`src/rtl/db15_serial_joy.sv`:
```
// db15_serial_joy: serial reader for a two-player DB15 joystick adapter (two chained PISO shift registers).
// Optional DB15_DEBOUNCE_EN publishes a frame only when it matches the previous frame.
module db15_serial_joy #(
  parameter int CLK_DIV   = 250,
  parameter int GAP_TICKS = 200
) (
  input  logic        CLK,
  input  logic        RESET_N,
  input  logic        JOY_DATA,
  output logic        JOY_CLK,
  output logic        JOY_LOAD,
  output logic [15:0] joystick1,
  output logic [15:0] joystick2,
  output logic        frame_stb,
  output logic        valid
);
  localparam int TW = $clog2(CLK_DIV);
  localparam int GW = $clog2(GAP_TICKS + 1);
  typedef enum logic [2:0] {LOAD, SETTLE, CLK_LO, CLK_HI, PUBLISH, GAP} state_t;
  state_t state;
  logic [TW-1:0] div;
  logic [GW-1:0] gap;
  logic [4:0] k;
  logic [23:0] sr;
  logic [1:0] sync;
  logic tick;
  assign tick = div == TW'(CLK_DIV - 1);
  always_ff @(posedge CLK or negedge RESET_N)
    if (!RESET_N) div <= '0;
    else div <= tick ? '0 : div + 1'b1;
  always_ff @(posedge CLK or negedge RESET_N)
    if (!RESET_N) sync <= '0;
    else sync <= {sync[0], JOY_DATA};
`ifdef DB15_DEBOUNCE_EN
  logic [23:0] prev;
  always_ff @(posedge CLK or negedge RESET_N)
    if (!RESET_N) prev <= '0;
    else if (state == PUBLISH) prev <= sr;
`endif
  always_ff @(posedge CLK or negedge RESET_N)
    if (!RESET_N) begin
      state <= LOAD;
      gap <= '0;
      k <= '0;
      sr <= '0;
      JOY_CLK <= 1'b1;
      JOY_LOAD <= 1'b1;
      joystick1 <= '0;
      joystick2 <= '0;
      frame_stb <= 1'b0;
      valid <= 1'b0;
    end else begin
      frame_stb <= 1'b0;
      case (state)
        LOAD: begin
          JOY_LOAD <= tick;
          if (tick) state <= SETTLE;
        end
        SETTLE: if (tick) begin
          state <= CLK_LO;
          k <= '0;
          JOY_CLK <= 1'b0;
        end
        CLK_LO: if (tick) begin
          sr[k] <= ~sync[1];
          state <= CLK_HI;
          JOY_CLK <= 1'b1;
        end
        CLK_HI: if (tick) begin
          if (k == 5'd23) state <= PUBLISH;
          else begin
            k <= k + 5'd1;
            state <= CLK_LO;
            JOY_CLK <= 1'b0;
          end
        end
        PUBLISH: begin
`ifdef DB15_DEBOUNCE_EN
          if (sr == prev) begin
`else
          begin
`endif
            joystick1 <= {4'h0, sr[11:0]};
            joystick2 <= {4'h0, sr[23:12]};
            frame_stb <= 1'b1;
            valid <= 1'b1;
          end
          gap <= '0;
          state <= GAP;
        end
        GAP: if (tick) begin
          if (gap == GW'(GAP_TICKS - 1)) begin
            state <= LOAD;
            JOY_LOAD <= 1'b0;
          end else gap <= gap + 1'b1;
        end
        default: state <= LOAD;
      endcase
    end
endmodule

```
`config.mk`:
```
export PLATFORM = sky130hd
export DESIGN_NAME = db15_serial_joy
export DESIGN_NICKNAME = d
export VERILOG_FILES = /design/src/rtl/db15_serial_joy.sv
export SDC_FILE = /design/constraint.sdc
export NUM_CORES = 1
export LEC_CHECK = 0
export CAP_MARGIN = 40
export CORE_UTILIZATION = 62
export CTS_CLUSTER_SIZE = 24
export DETAILED_ROUTE_END_ITERATION = 8
export DONT_BUFFER_PORTS = 1
export PLACE_DENSITY = 0.78
export SYNTH_ARGS = -nofsm -noshare
export SYNTH_HDL_FRONTEND = slang
export SYNTH_SLANG_ARGS = --single-unit
```
`constraint.sdc`:
```
create_clock -name CLK -period 1.9 [get_ports CLK]
set_input_delay 0.285 -clock CLK [delete_from_list [all_inputs] [get_ports CLK]]
set_output_delay 0.285 -clock CLK [all_outputs]
set_load 0.1 [all_outputs]
```
==> parameters.txt <==
Parameter                              Value

Die
  Standard-cell rows ... 27
  Floorplan die area ... 0.00628 mm²
  Num ports ... 39
  CORE AREA ... 0.00564 mm²
  Die Y-Extent ... 79.2 µm
  Die Span X ... 79.2 µm
  Effective utilization at floorplan ... 0.656

Setup path
  CP max FO ... 6
  Series of cell instances along the critical path ... nor2b_1 > nand2_1 > o31ai_1 > o31ai_1
  Crit path DAT ... 2.02 ns
  Critical register-to-register path endpoint ... sr[7]
  Launch instance of the worst register-to-register path ... state[0]
  Setup slack on the worst flop-to-flop path ... 0.09 ns
  Type of element launching the critical path ... flop
  Maximum single-stage delay on the critical path ... 0.48 ns
  Logic depth of the worst register-to-register path ... 4
  Library cell appearing most often on the critical path ... sky130_fd_sc_hd__o31ai_1
  Critical Path Sink ... sr[7]
  Critical Path RT ... 2.11 ns
  Type of element capturing the critical path ... flop
  Critical-path top delay cell ... sky130_fd_sc_hd__dfrtp_1
  Launch point of the worst path ... state[0]
  Crit Path Category ... flop to flop

Clock network
  Clock tree from TritonCTS ... done
  Clock insertion delay at the later pin of the skew report ... 0.35 ns
  CTS Root Cell ... sky130_fd_sc_hd__clkbuf_8
  Post-CTS Hold Fix Bufs ... 1
  Clock-pin slew on the worst setup and hold paths ... 0.09 ns
  H-tree depth reported by CTS ... 3
  CTS buffer count ... 9
  Buffer depth of the longest clock path ... 2
  Number of sinks handled by clock tree synthesis ... 78

GRT
  Global routing usage summed across all routing layers ... 0.271
  Pin count of the biggest net entering global routing ... 79
  Antenna violations before repair ... 0
  Residual overflow from global routing ... 0
  Number of global-route vias before repair ... 2608
  Global-route wire length before repair ... 12800 µm

Synth
  Top cells by area in the synthesized netlist ... sky130_fd_sc_hd__dfrtp_1, sky130_fd_sc_hd__o31ai_1, sky130_fd_sc_hd__mux2_2, sky130_fd_sc_hd__nand3_1, sky130_fd_sc_hd__ha_1
  Number of enable-type register cells in the synthesized netlist ... 0
  Number of synthesized register bits ... 78
  Instance count of the mapped netlist ... 331
  Proportion of netlist area held by the largest area contributor ... 0.514
  Fraction of registers with async set/reset ... 1.00
  Top_reg_cell synth ... sky130_fd_sc_hd__dfrtp_1
  Distinct cells, synth ... 52
  Synthesized area ... 0.00370 mm²
  Synth warn ... 0
  Mean post-synth cell area ... 11.2 µm²
  Seq/Total Area, Yosys ... 0.528
  Cell taking the most area after synthesis ... sky130_fd_sc_hd__dfrtp_1

Layout
  Fraction of final layout cells with drive strength greater than 1 ... 0.258
  Number of nets at the end of the flow ... 366
  Seq. cell area ... 0.00195 mm²
  Synth-to-layout area growth ... 12.7%
  Area used by multi-input combinational logic ... 0.00156 mm²
  Fillcell total ... 402
  End-of-flow core utilization ... 0.739
  Filler-free cell count of the finished design ... 433
  Number of diodes added for antenna fixing ... 0
  Post-route cell area ... 0.00417 mm²

Outcome
  Outcome ... complete, but fails checks
  Violations in the final reports ... hold timing

Routing
  Via count ... 2671
  Aggregate routed wire length ... 7530 µm
  DRC violation count after routing ... 0
  Wirelength per Cell ... 17.4 µm
  Drt initial violations ... 214
  Remaining antenna violation count after routing ... 0
  First-pass iteration count of the detailed router ... 4
  Per-cell via count in the routed design ... 6.17

Timing
  Pins over their slew limit ... 0
  Tcrit/Tclk final ... 0.953
  Max Freq ... 0.552 GHz
  Setup repair after global routing missed its margin ... yes
  Sum of negative setup slack ... 0 ns
  Final setup viols ... 0
  Smallest setup slack after layout ... 0.0892 ns
  Worst Hold Margin ... -0.386 ns
  Final Hold Viols ... 78
  Slew at the pin closest to its max-slew limit ... 0.907 ns
  Final critical delay including setup and external delays ... 1.81 ns
  Worst-case headroom to the max-slew limit ... 0.395
  Clock skew after layout ... 0.0115 ns

Pwr
  Total Power ... 2.89 mW
  PD cells ... 693 mW/mm²
  Maximum VDD drop ... 452 µV
  Reported leakage power ... 1.87 nW

Placement
  IO buf count ... 0
  Cell count after placement ... 413
  Post-Place Setup Slack ... -0.139 ns
  Placer's final routability congestion estimate ... 0.822
  Post-placement cell area ... 0.00390 mm²
  Post-detail-place hpwl ... 5010 µm

Worst hold path
  Hold WC Path Type ... primary input to asynchronous set/reset pin

Flow run
  Number of max-capacitance violations reported ... 0
-- layout by cell type (no fill, tap or decap), types with 6 or more instances in the layout --
master / instances
sky130_fd_sc_hd__nand2_1: 23
sky130_fd_sc_hd__nand4_1: 8
sky130_fd_sc_hd__conb_1: 8
sky130_fd_sc_hd__o21ai_0: 13
sky130_fd_sc_hd__a21oi_1: 6
sky130_fd_sc_hd__buf_4: 33
sky130_fd_sc_hd__nor3_1: 6
sky130_fd_sc_hd__inv_1: 7
sky130_fd_sc_hd__nand3_1: 17
sky130_fd_sc_hd__clkbuf_8: 9
sky130_fd_sc_hd__ha_1: 7
sky130_fd_sc_hd__mux2_2: 24
sky130_fd_sc_hd__dfrtp_1: 76
sky130_fd_sc_hd__nor2_1: 11
sky130_fd_sc_hd__o31ai_1: 43
-- worst min path at each step --
stage                     cells past startpoint     from      endpoint
after floorplan                               0  RESET_N        div[0]
after global placement                        0  RESET_N     frame_stb
after detailed placement                      0  RESET_N         valid
after CTS                                     0  RESET_N  joystick2[7]
after global routing                          0  RESET_N  joystick2[7]
final                                         0  RESET_N  joystick2[7]
-- logic make-up (layout without fill, tap and decap cells) --
group           count (synthesis)  in the layout  share of synthesized area
simple gates                   96             96                      0.143
compound gates                 82             82                      0.158
flops                          78             78                      0.528
buf+inv                        38             61                     0.0602
mux                            26             26                     0.0785
fa+ha+maj                       7              7                     0.0237
xor+xnor                        3              3                    0.00711
other cells                     1              8                    0.00101
-- critical path: cells and delay by family, from the launching register on --
kind             cells  cell delay [ns]
flip-flops           1             0.48
AND/OR/NAND/NOR      2             0.70
AO/OA/AOI/OAI        2             0.50
-- cells in the mapped netlist (all sizes together), types with 2 or more instances --
cell    count
ha          7
nand2      23
o21ai      13
a21oi       6
nand4       9
xor2        2
or3         2
dfstp       2
and3b       2
o311ai      3
o211ai      4
nor2b       2
and4        2
nor2       12
and2        3
a22o        2
nand3b      2
mux2       24
a41o        2
o31ai      43
nor3        6
nand3      20
mux2i       2
clkbuf     13
or3b        2
buf        18
or4         2
dfrtp      76
and3        3
inv         7
nand2b      3
-- repair_timing --
| item | 4_1_cts | 5_1_grt |
|---|---|---|
| endpoints found under the setup margin | 2 | 12 |
| gates resized for setup | 3 | 5 |
| hold endpoints to repair | 79 | 78 |
| pin swaps | 0 | 0 |
| buffers inserted | 0 | 1 |
-- per-layer routing --
layer	up-vias	GRT usage	routed length (µm)
met5	-	0	0
met3	18	0.0575	292
met4	0	0.135	179
met1	1312	0.343	3280
met2	73	0.441	3780
li1	1268	-	-
-- sequential cells by signal, indices dropped and copies added, names as in the netlist --
name / flops
JOY_CLK: 1
JOY_LOAD: 1
div: 8
frame_stb: 1
gap: 8
joystick1: 12
joystick2: 12
k: 5
sr: 24
state: 3
sync: 2
valid: 1
-- where the power goes --
group / internal (mW) / total (mW) / leakage, nW / switching (mW)
clock: 0.490 / 1.15 / 0.0870 / 0.657
combinational: 0.00136 / 0.0701 / 0.722 / 0.0688
sequential: 1.66 / 1.67 / 1.06 / 0.00767
total: 2.15 / 2.89 / 1.87 / 0.733
-- final cells by class --
class | count | area share
multi-input combinational | 222 | 0.375
clock inverter | 7 | 0.0132
timing repair buffer | 38 | 0.0847
tap | 72 | 0.0216
inverter | 7 | 0.00631
sequential | 78 | 0.469
clock buffer | 9 | 0.0297
(Power assumes the default switching activity.)
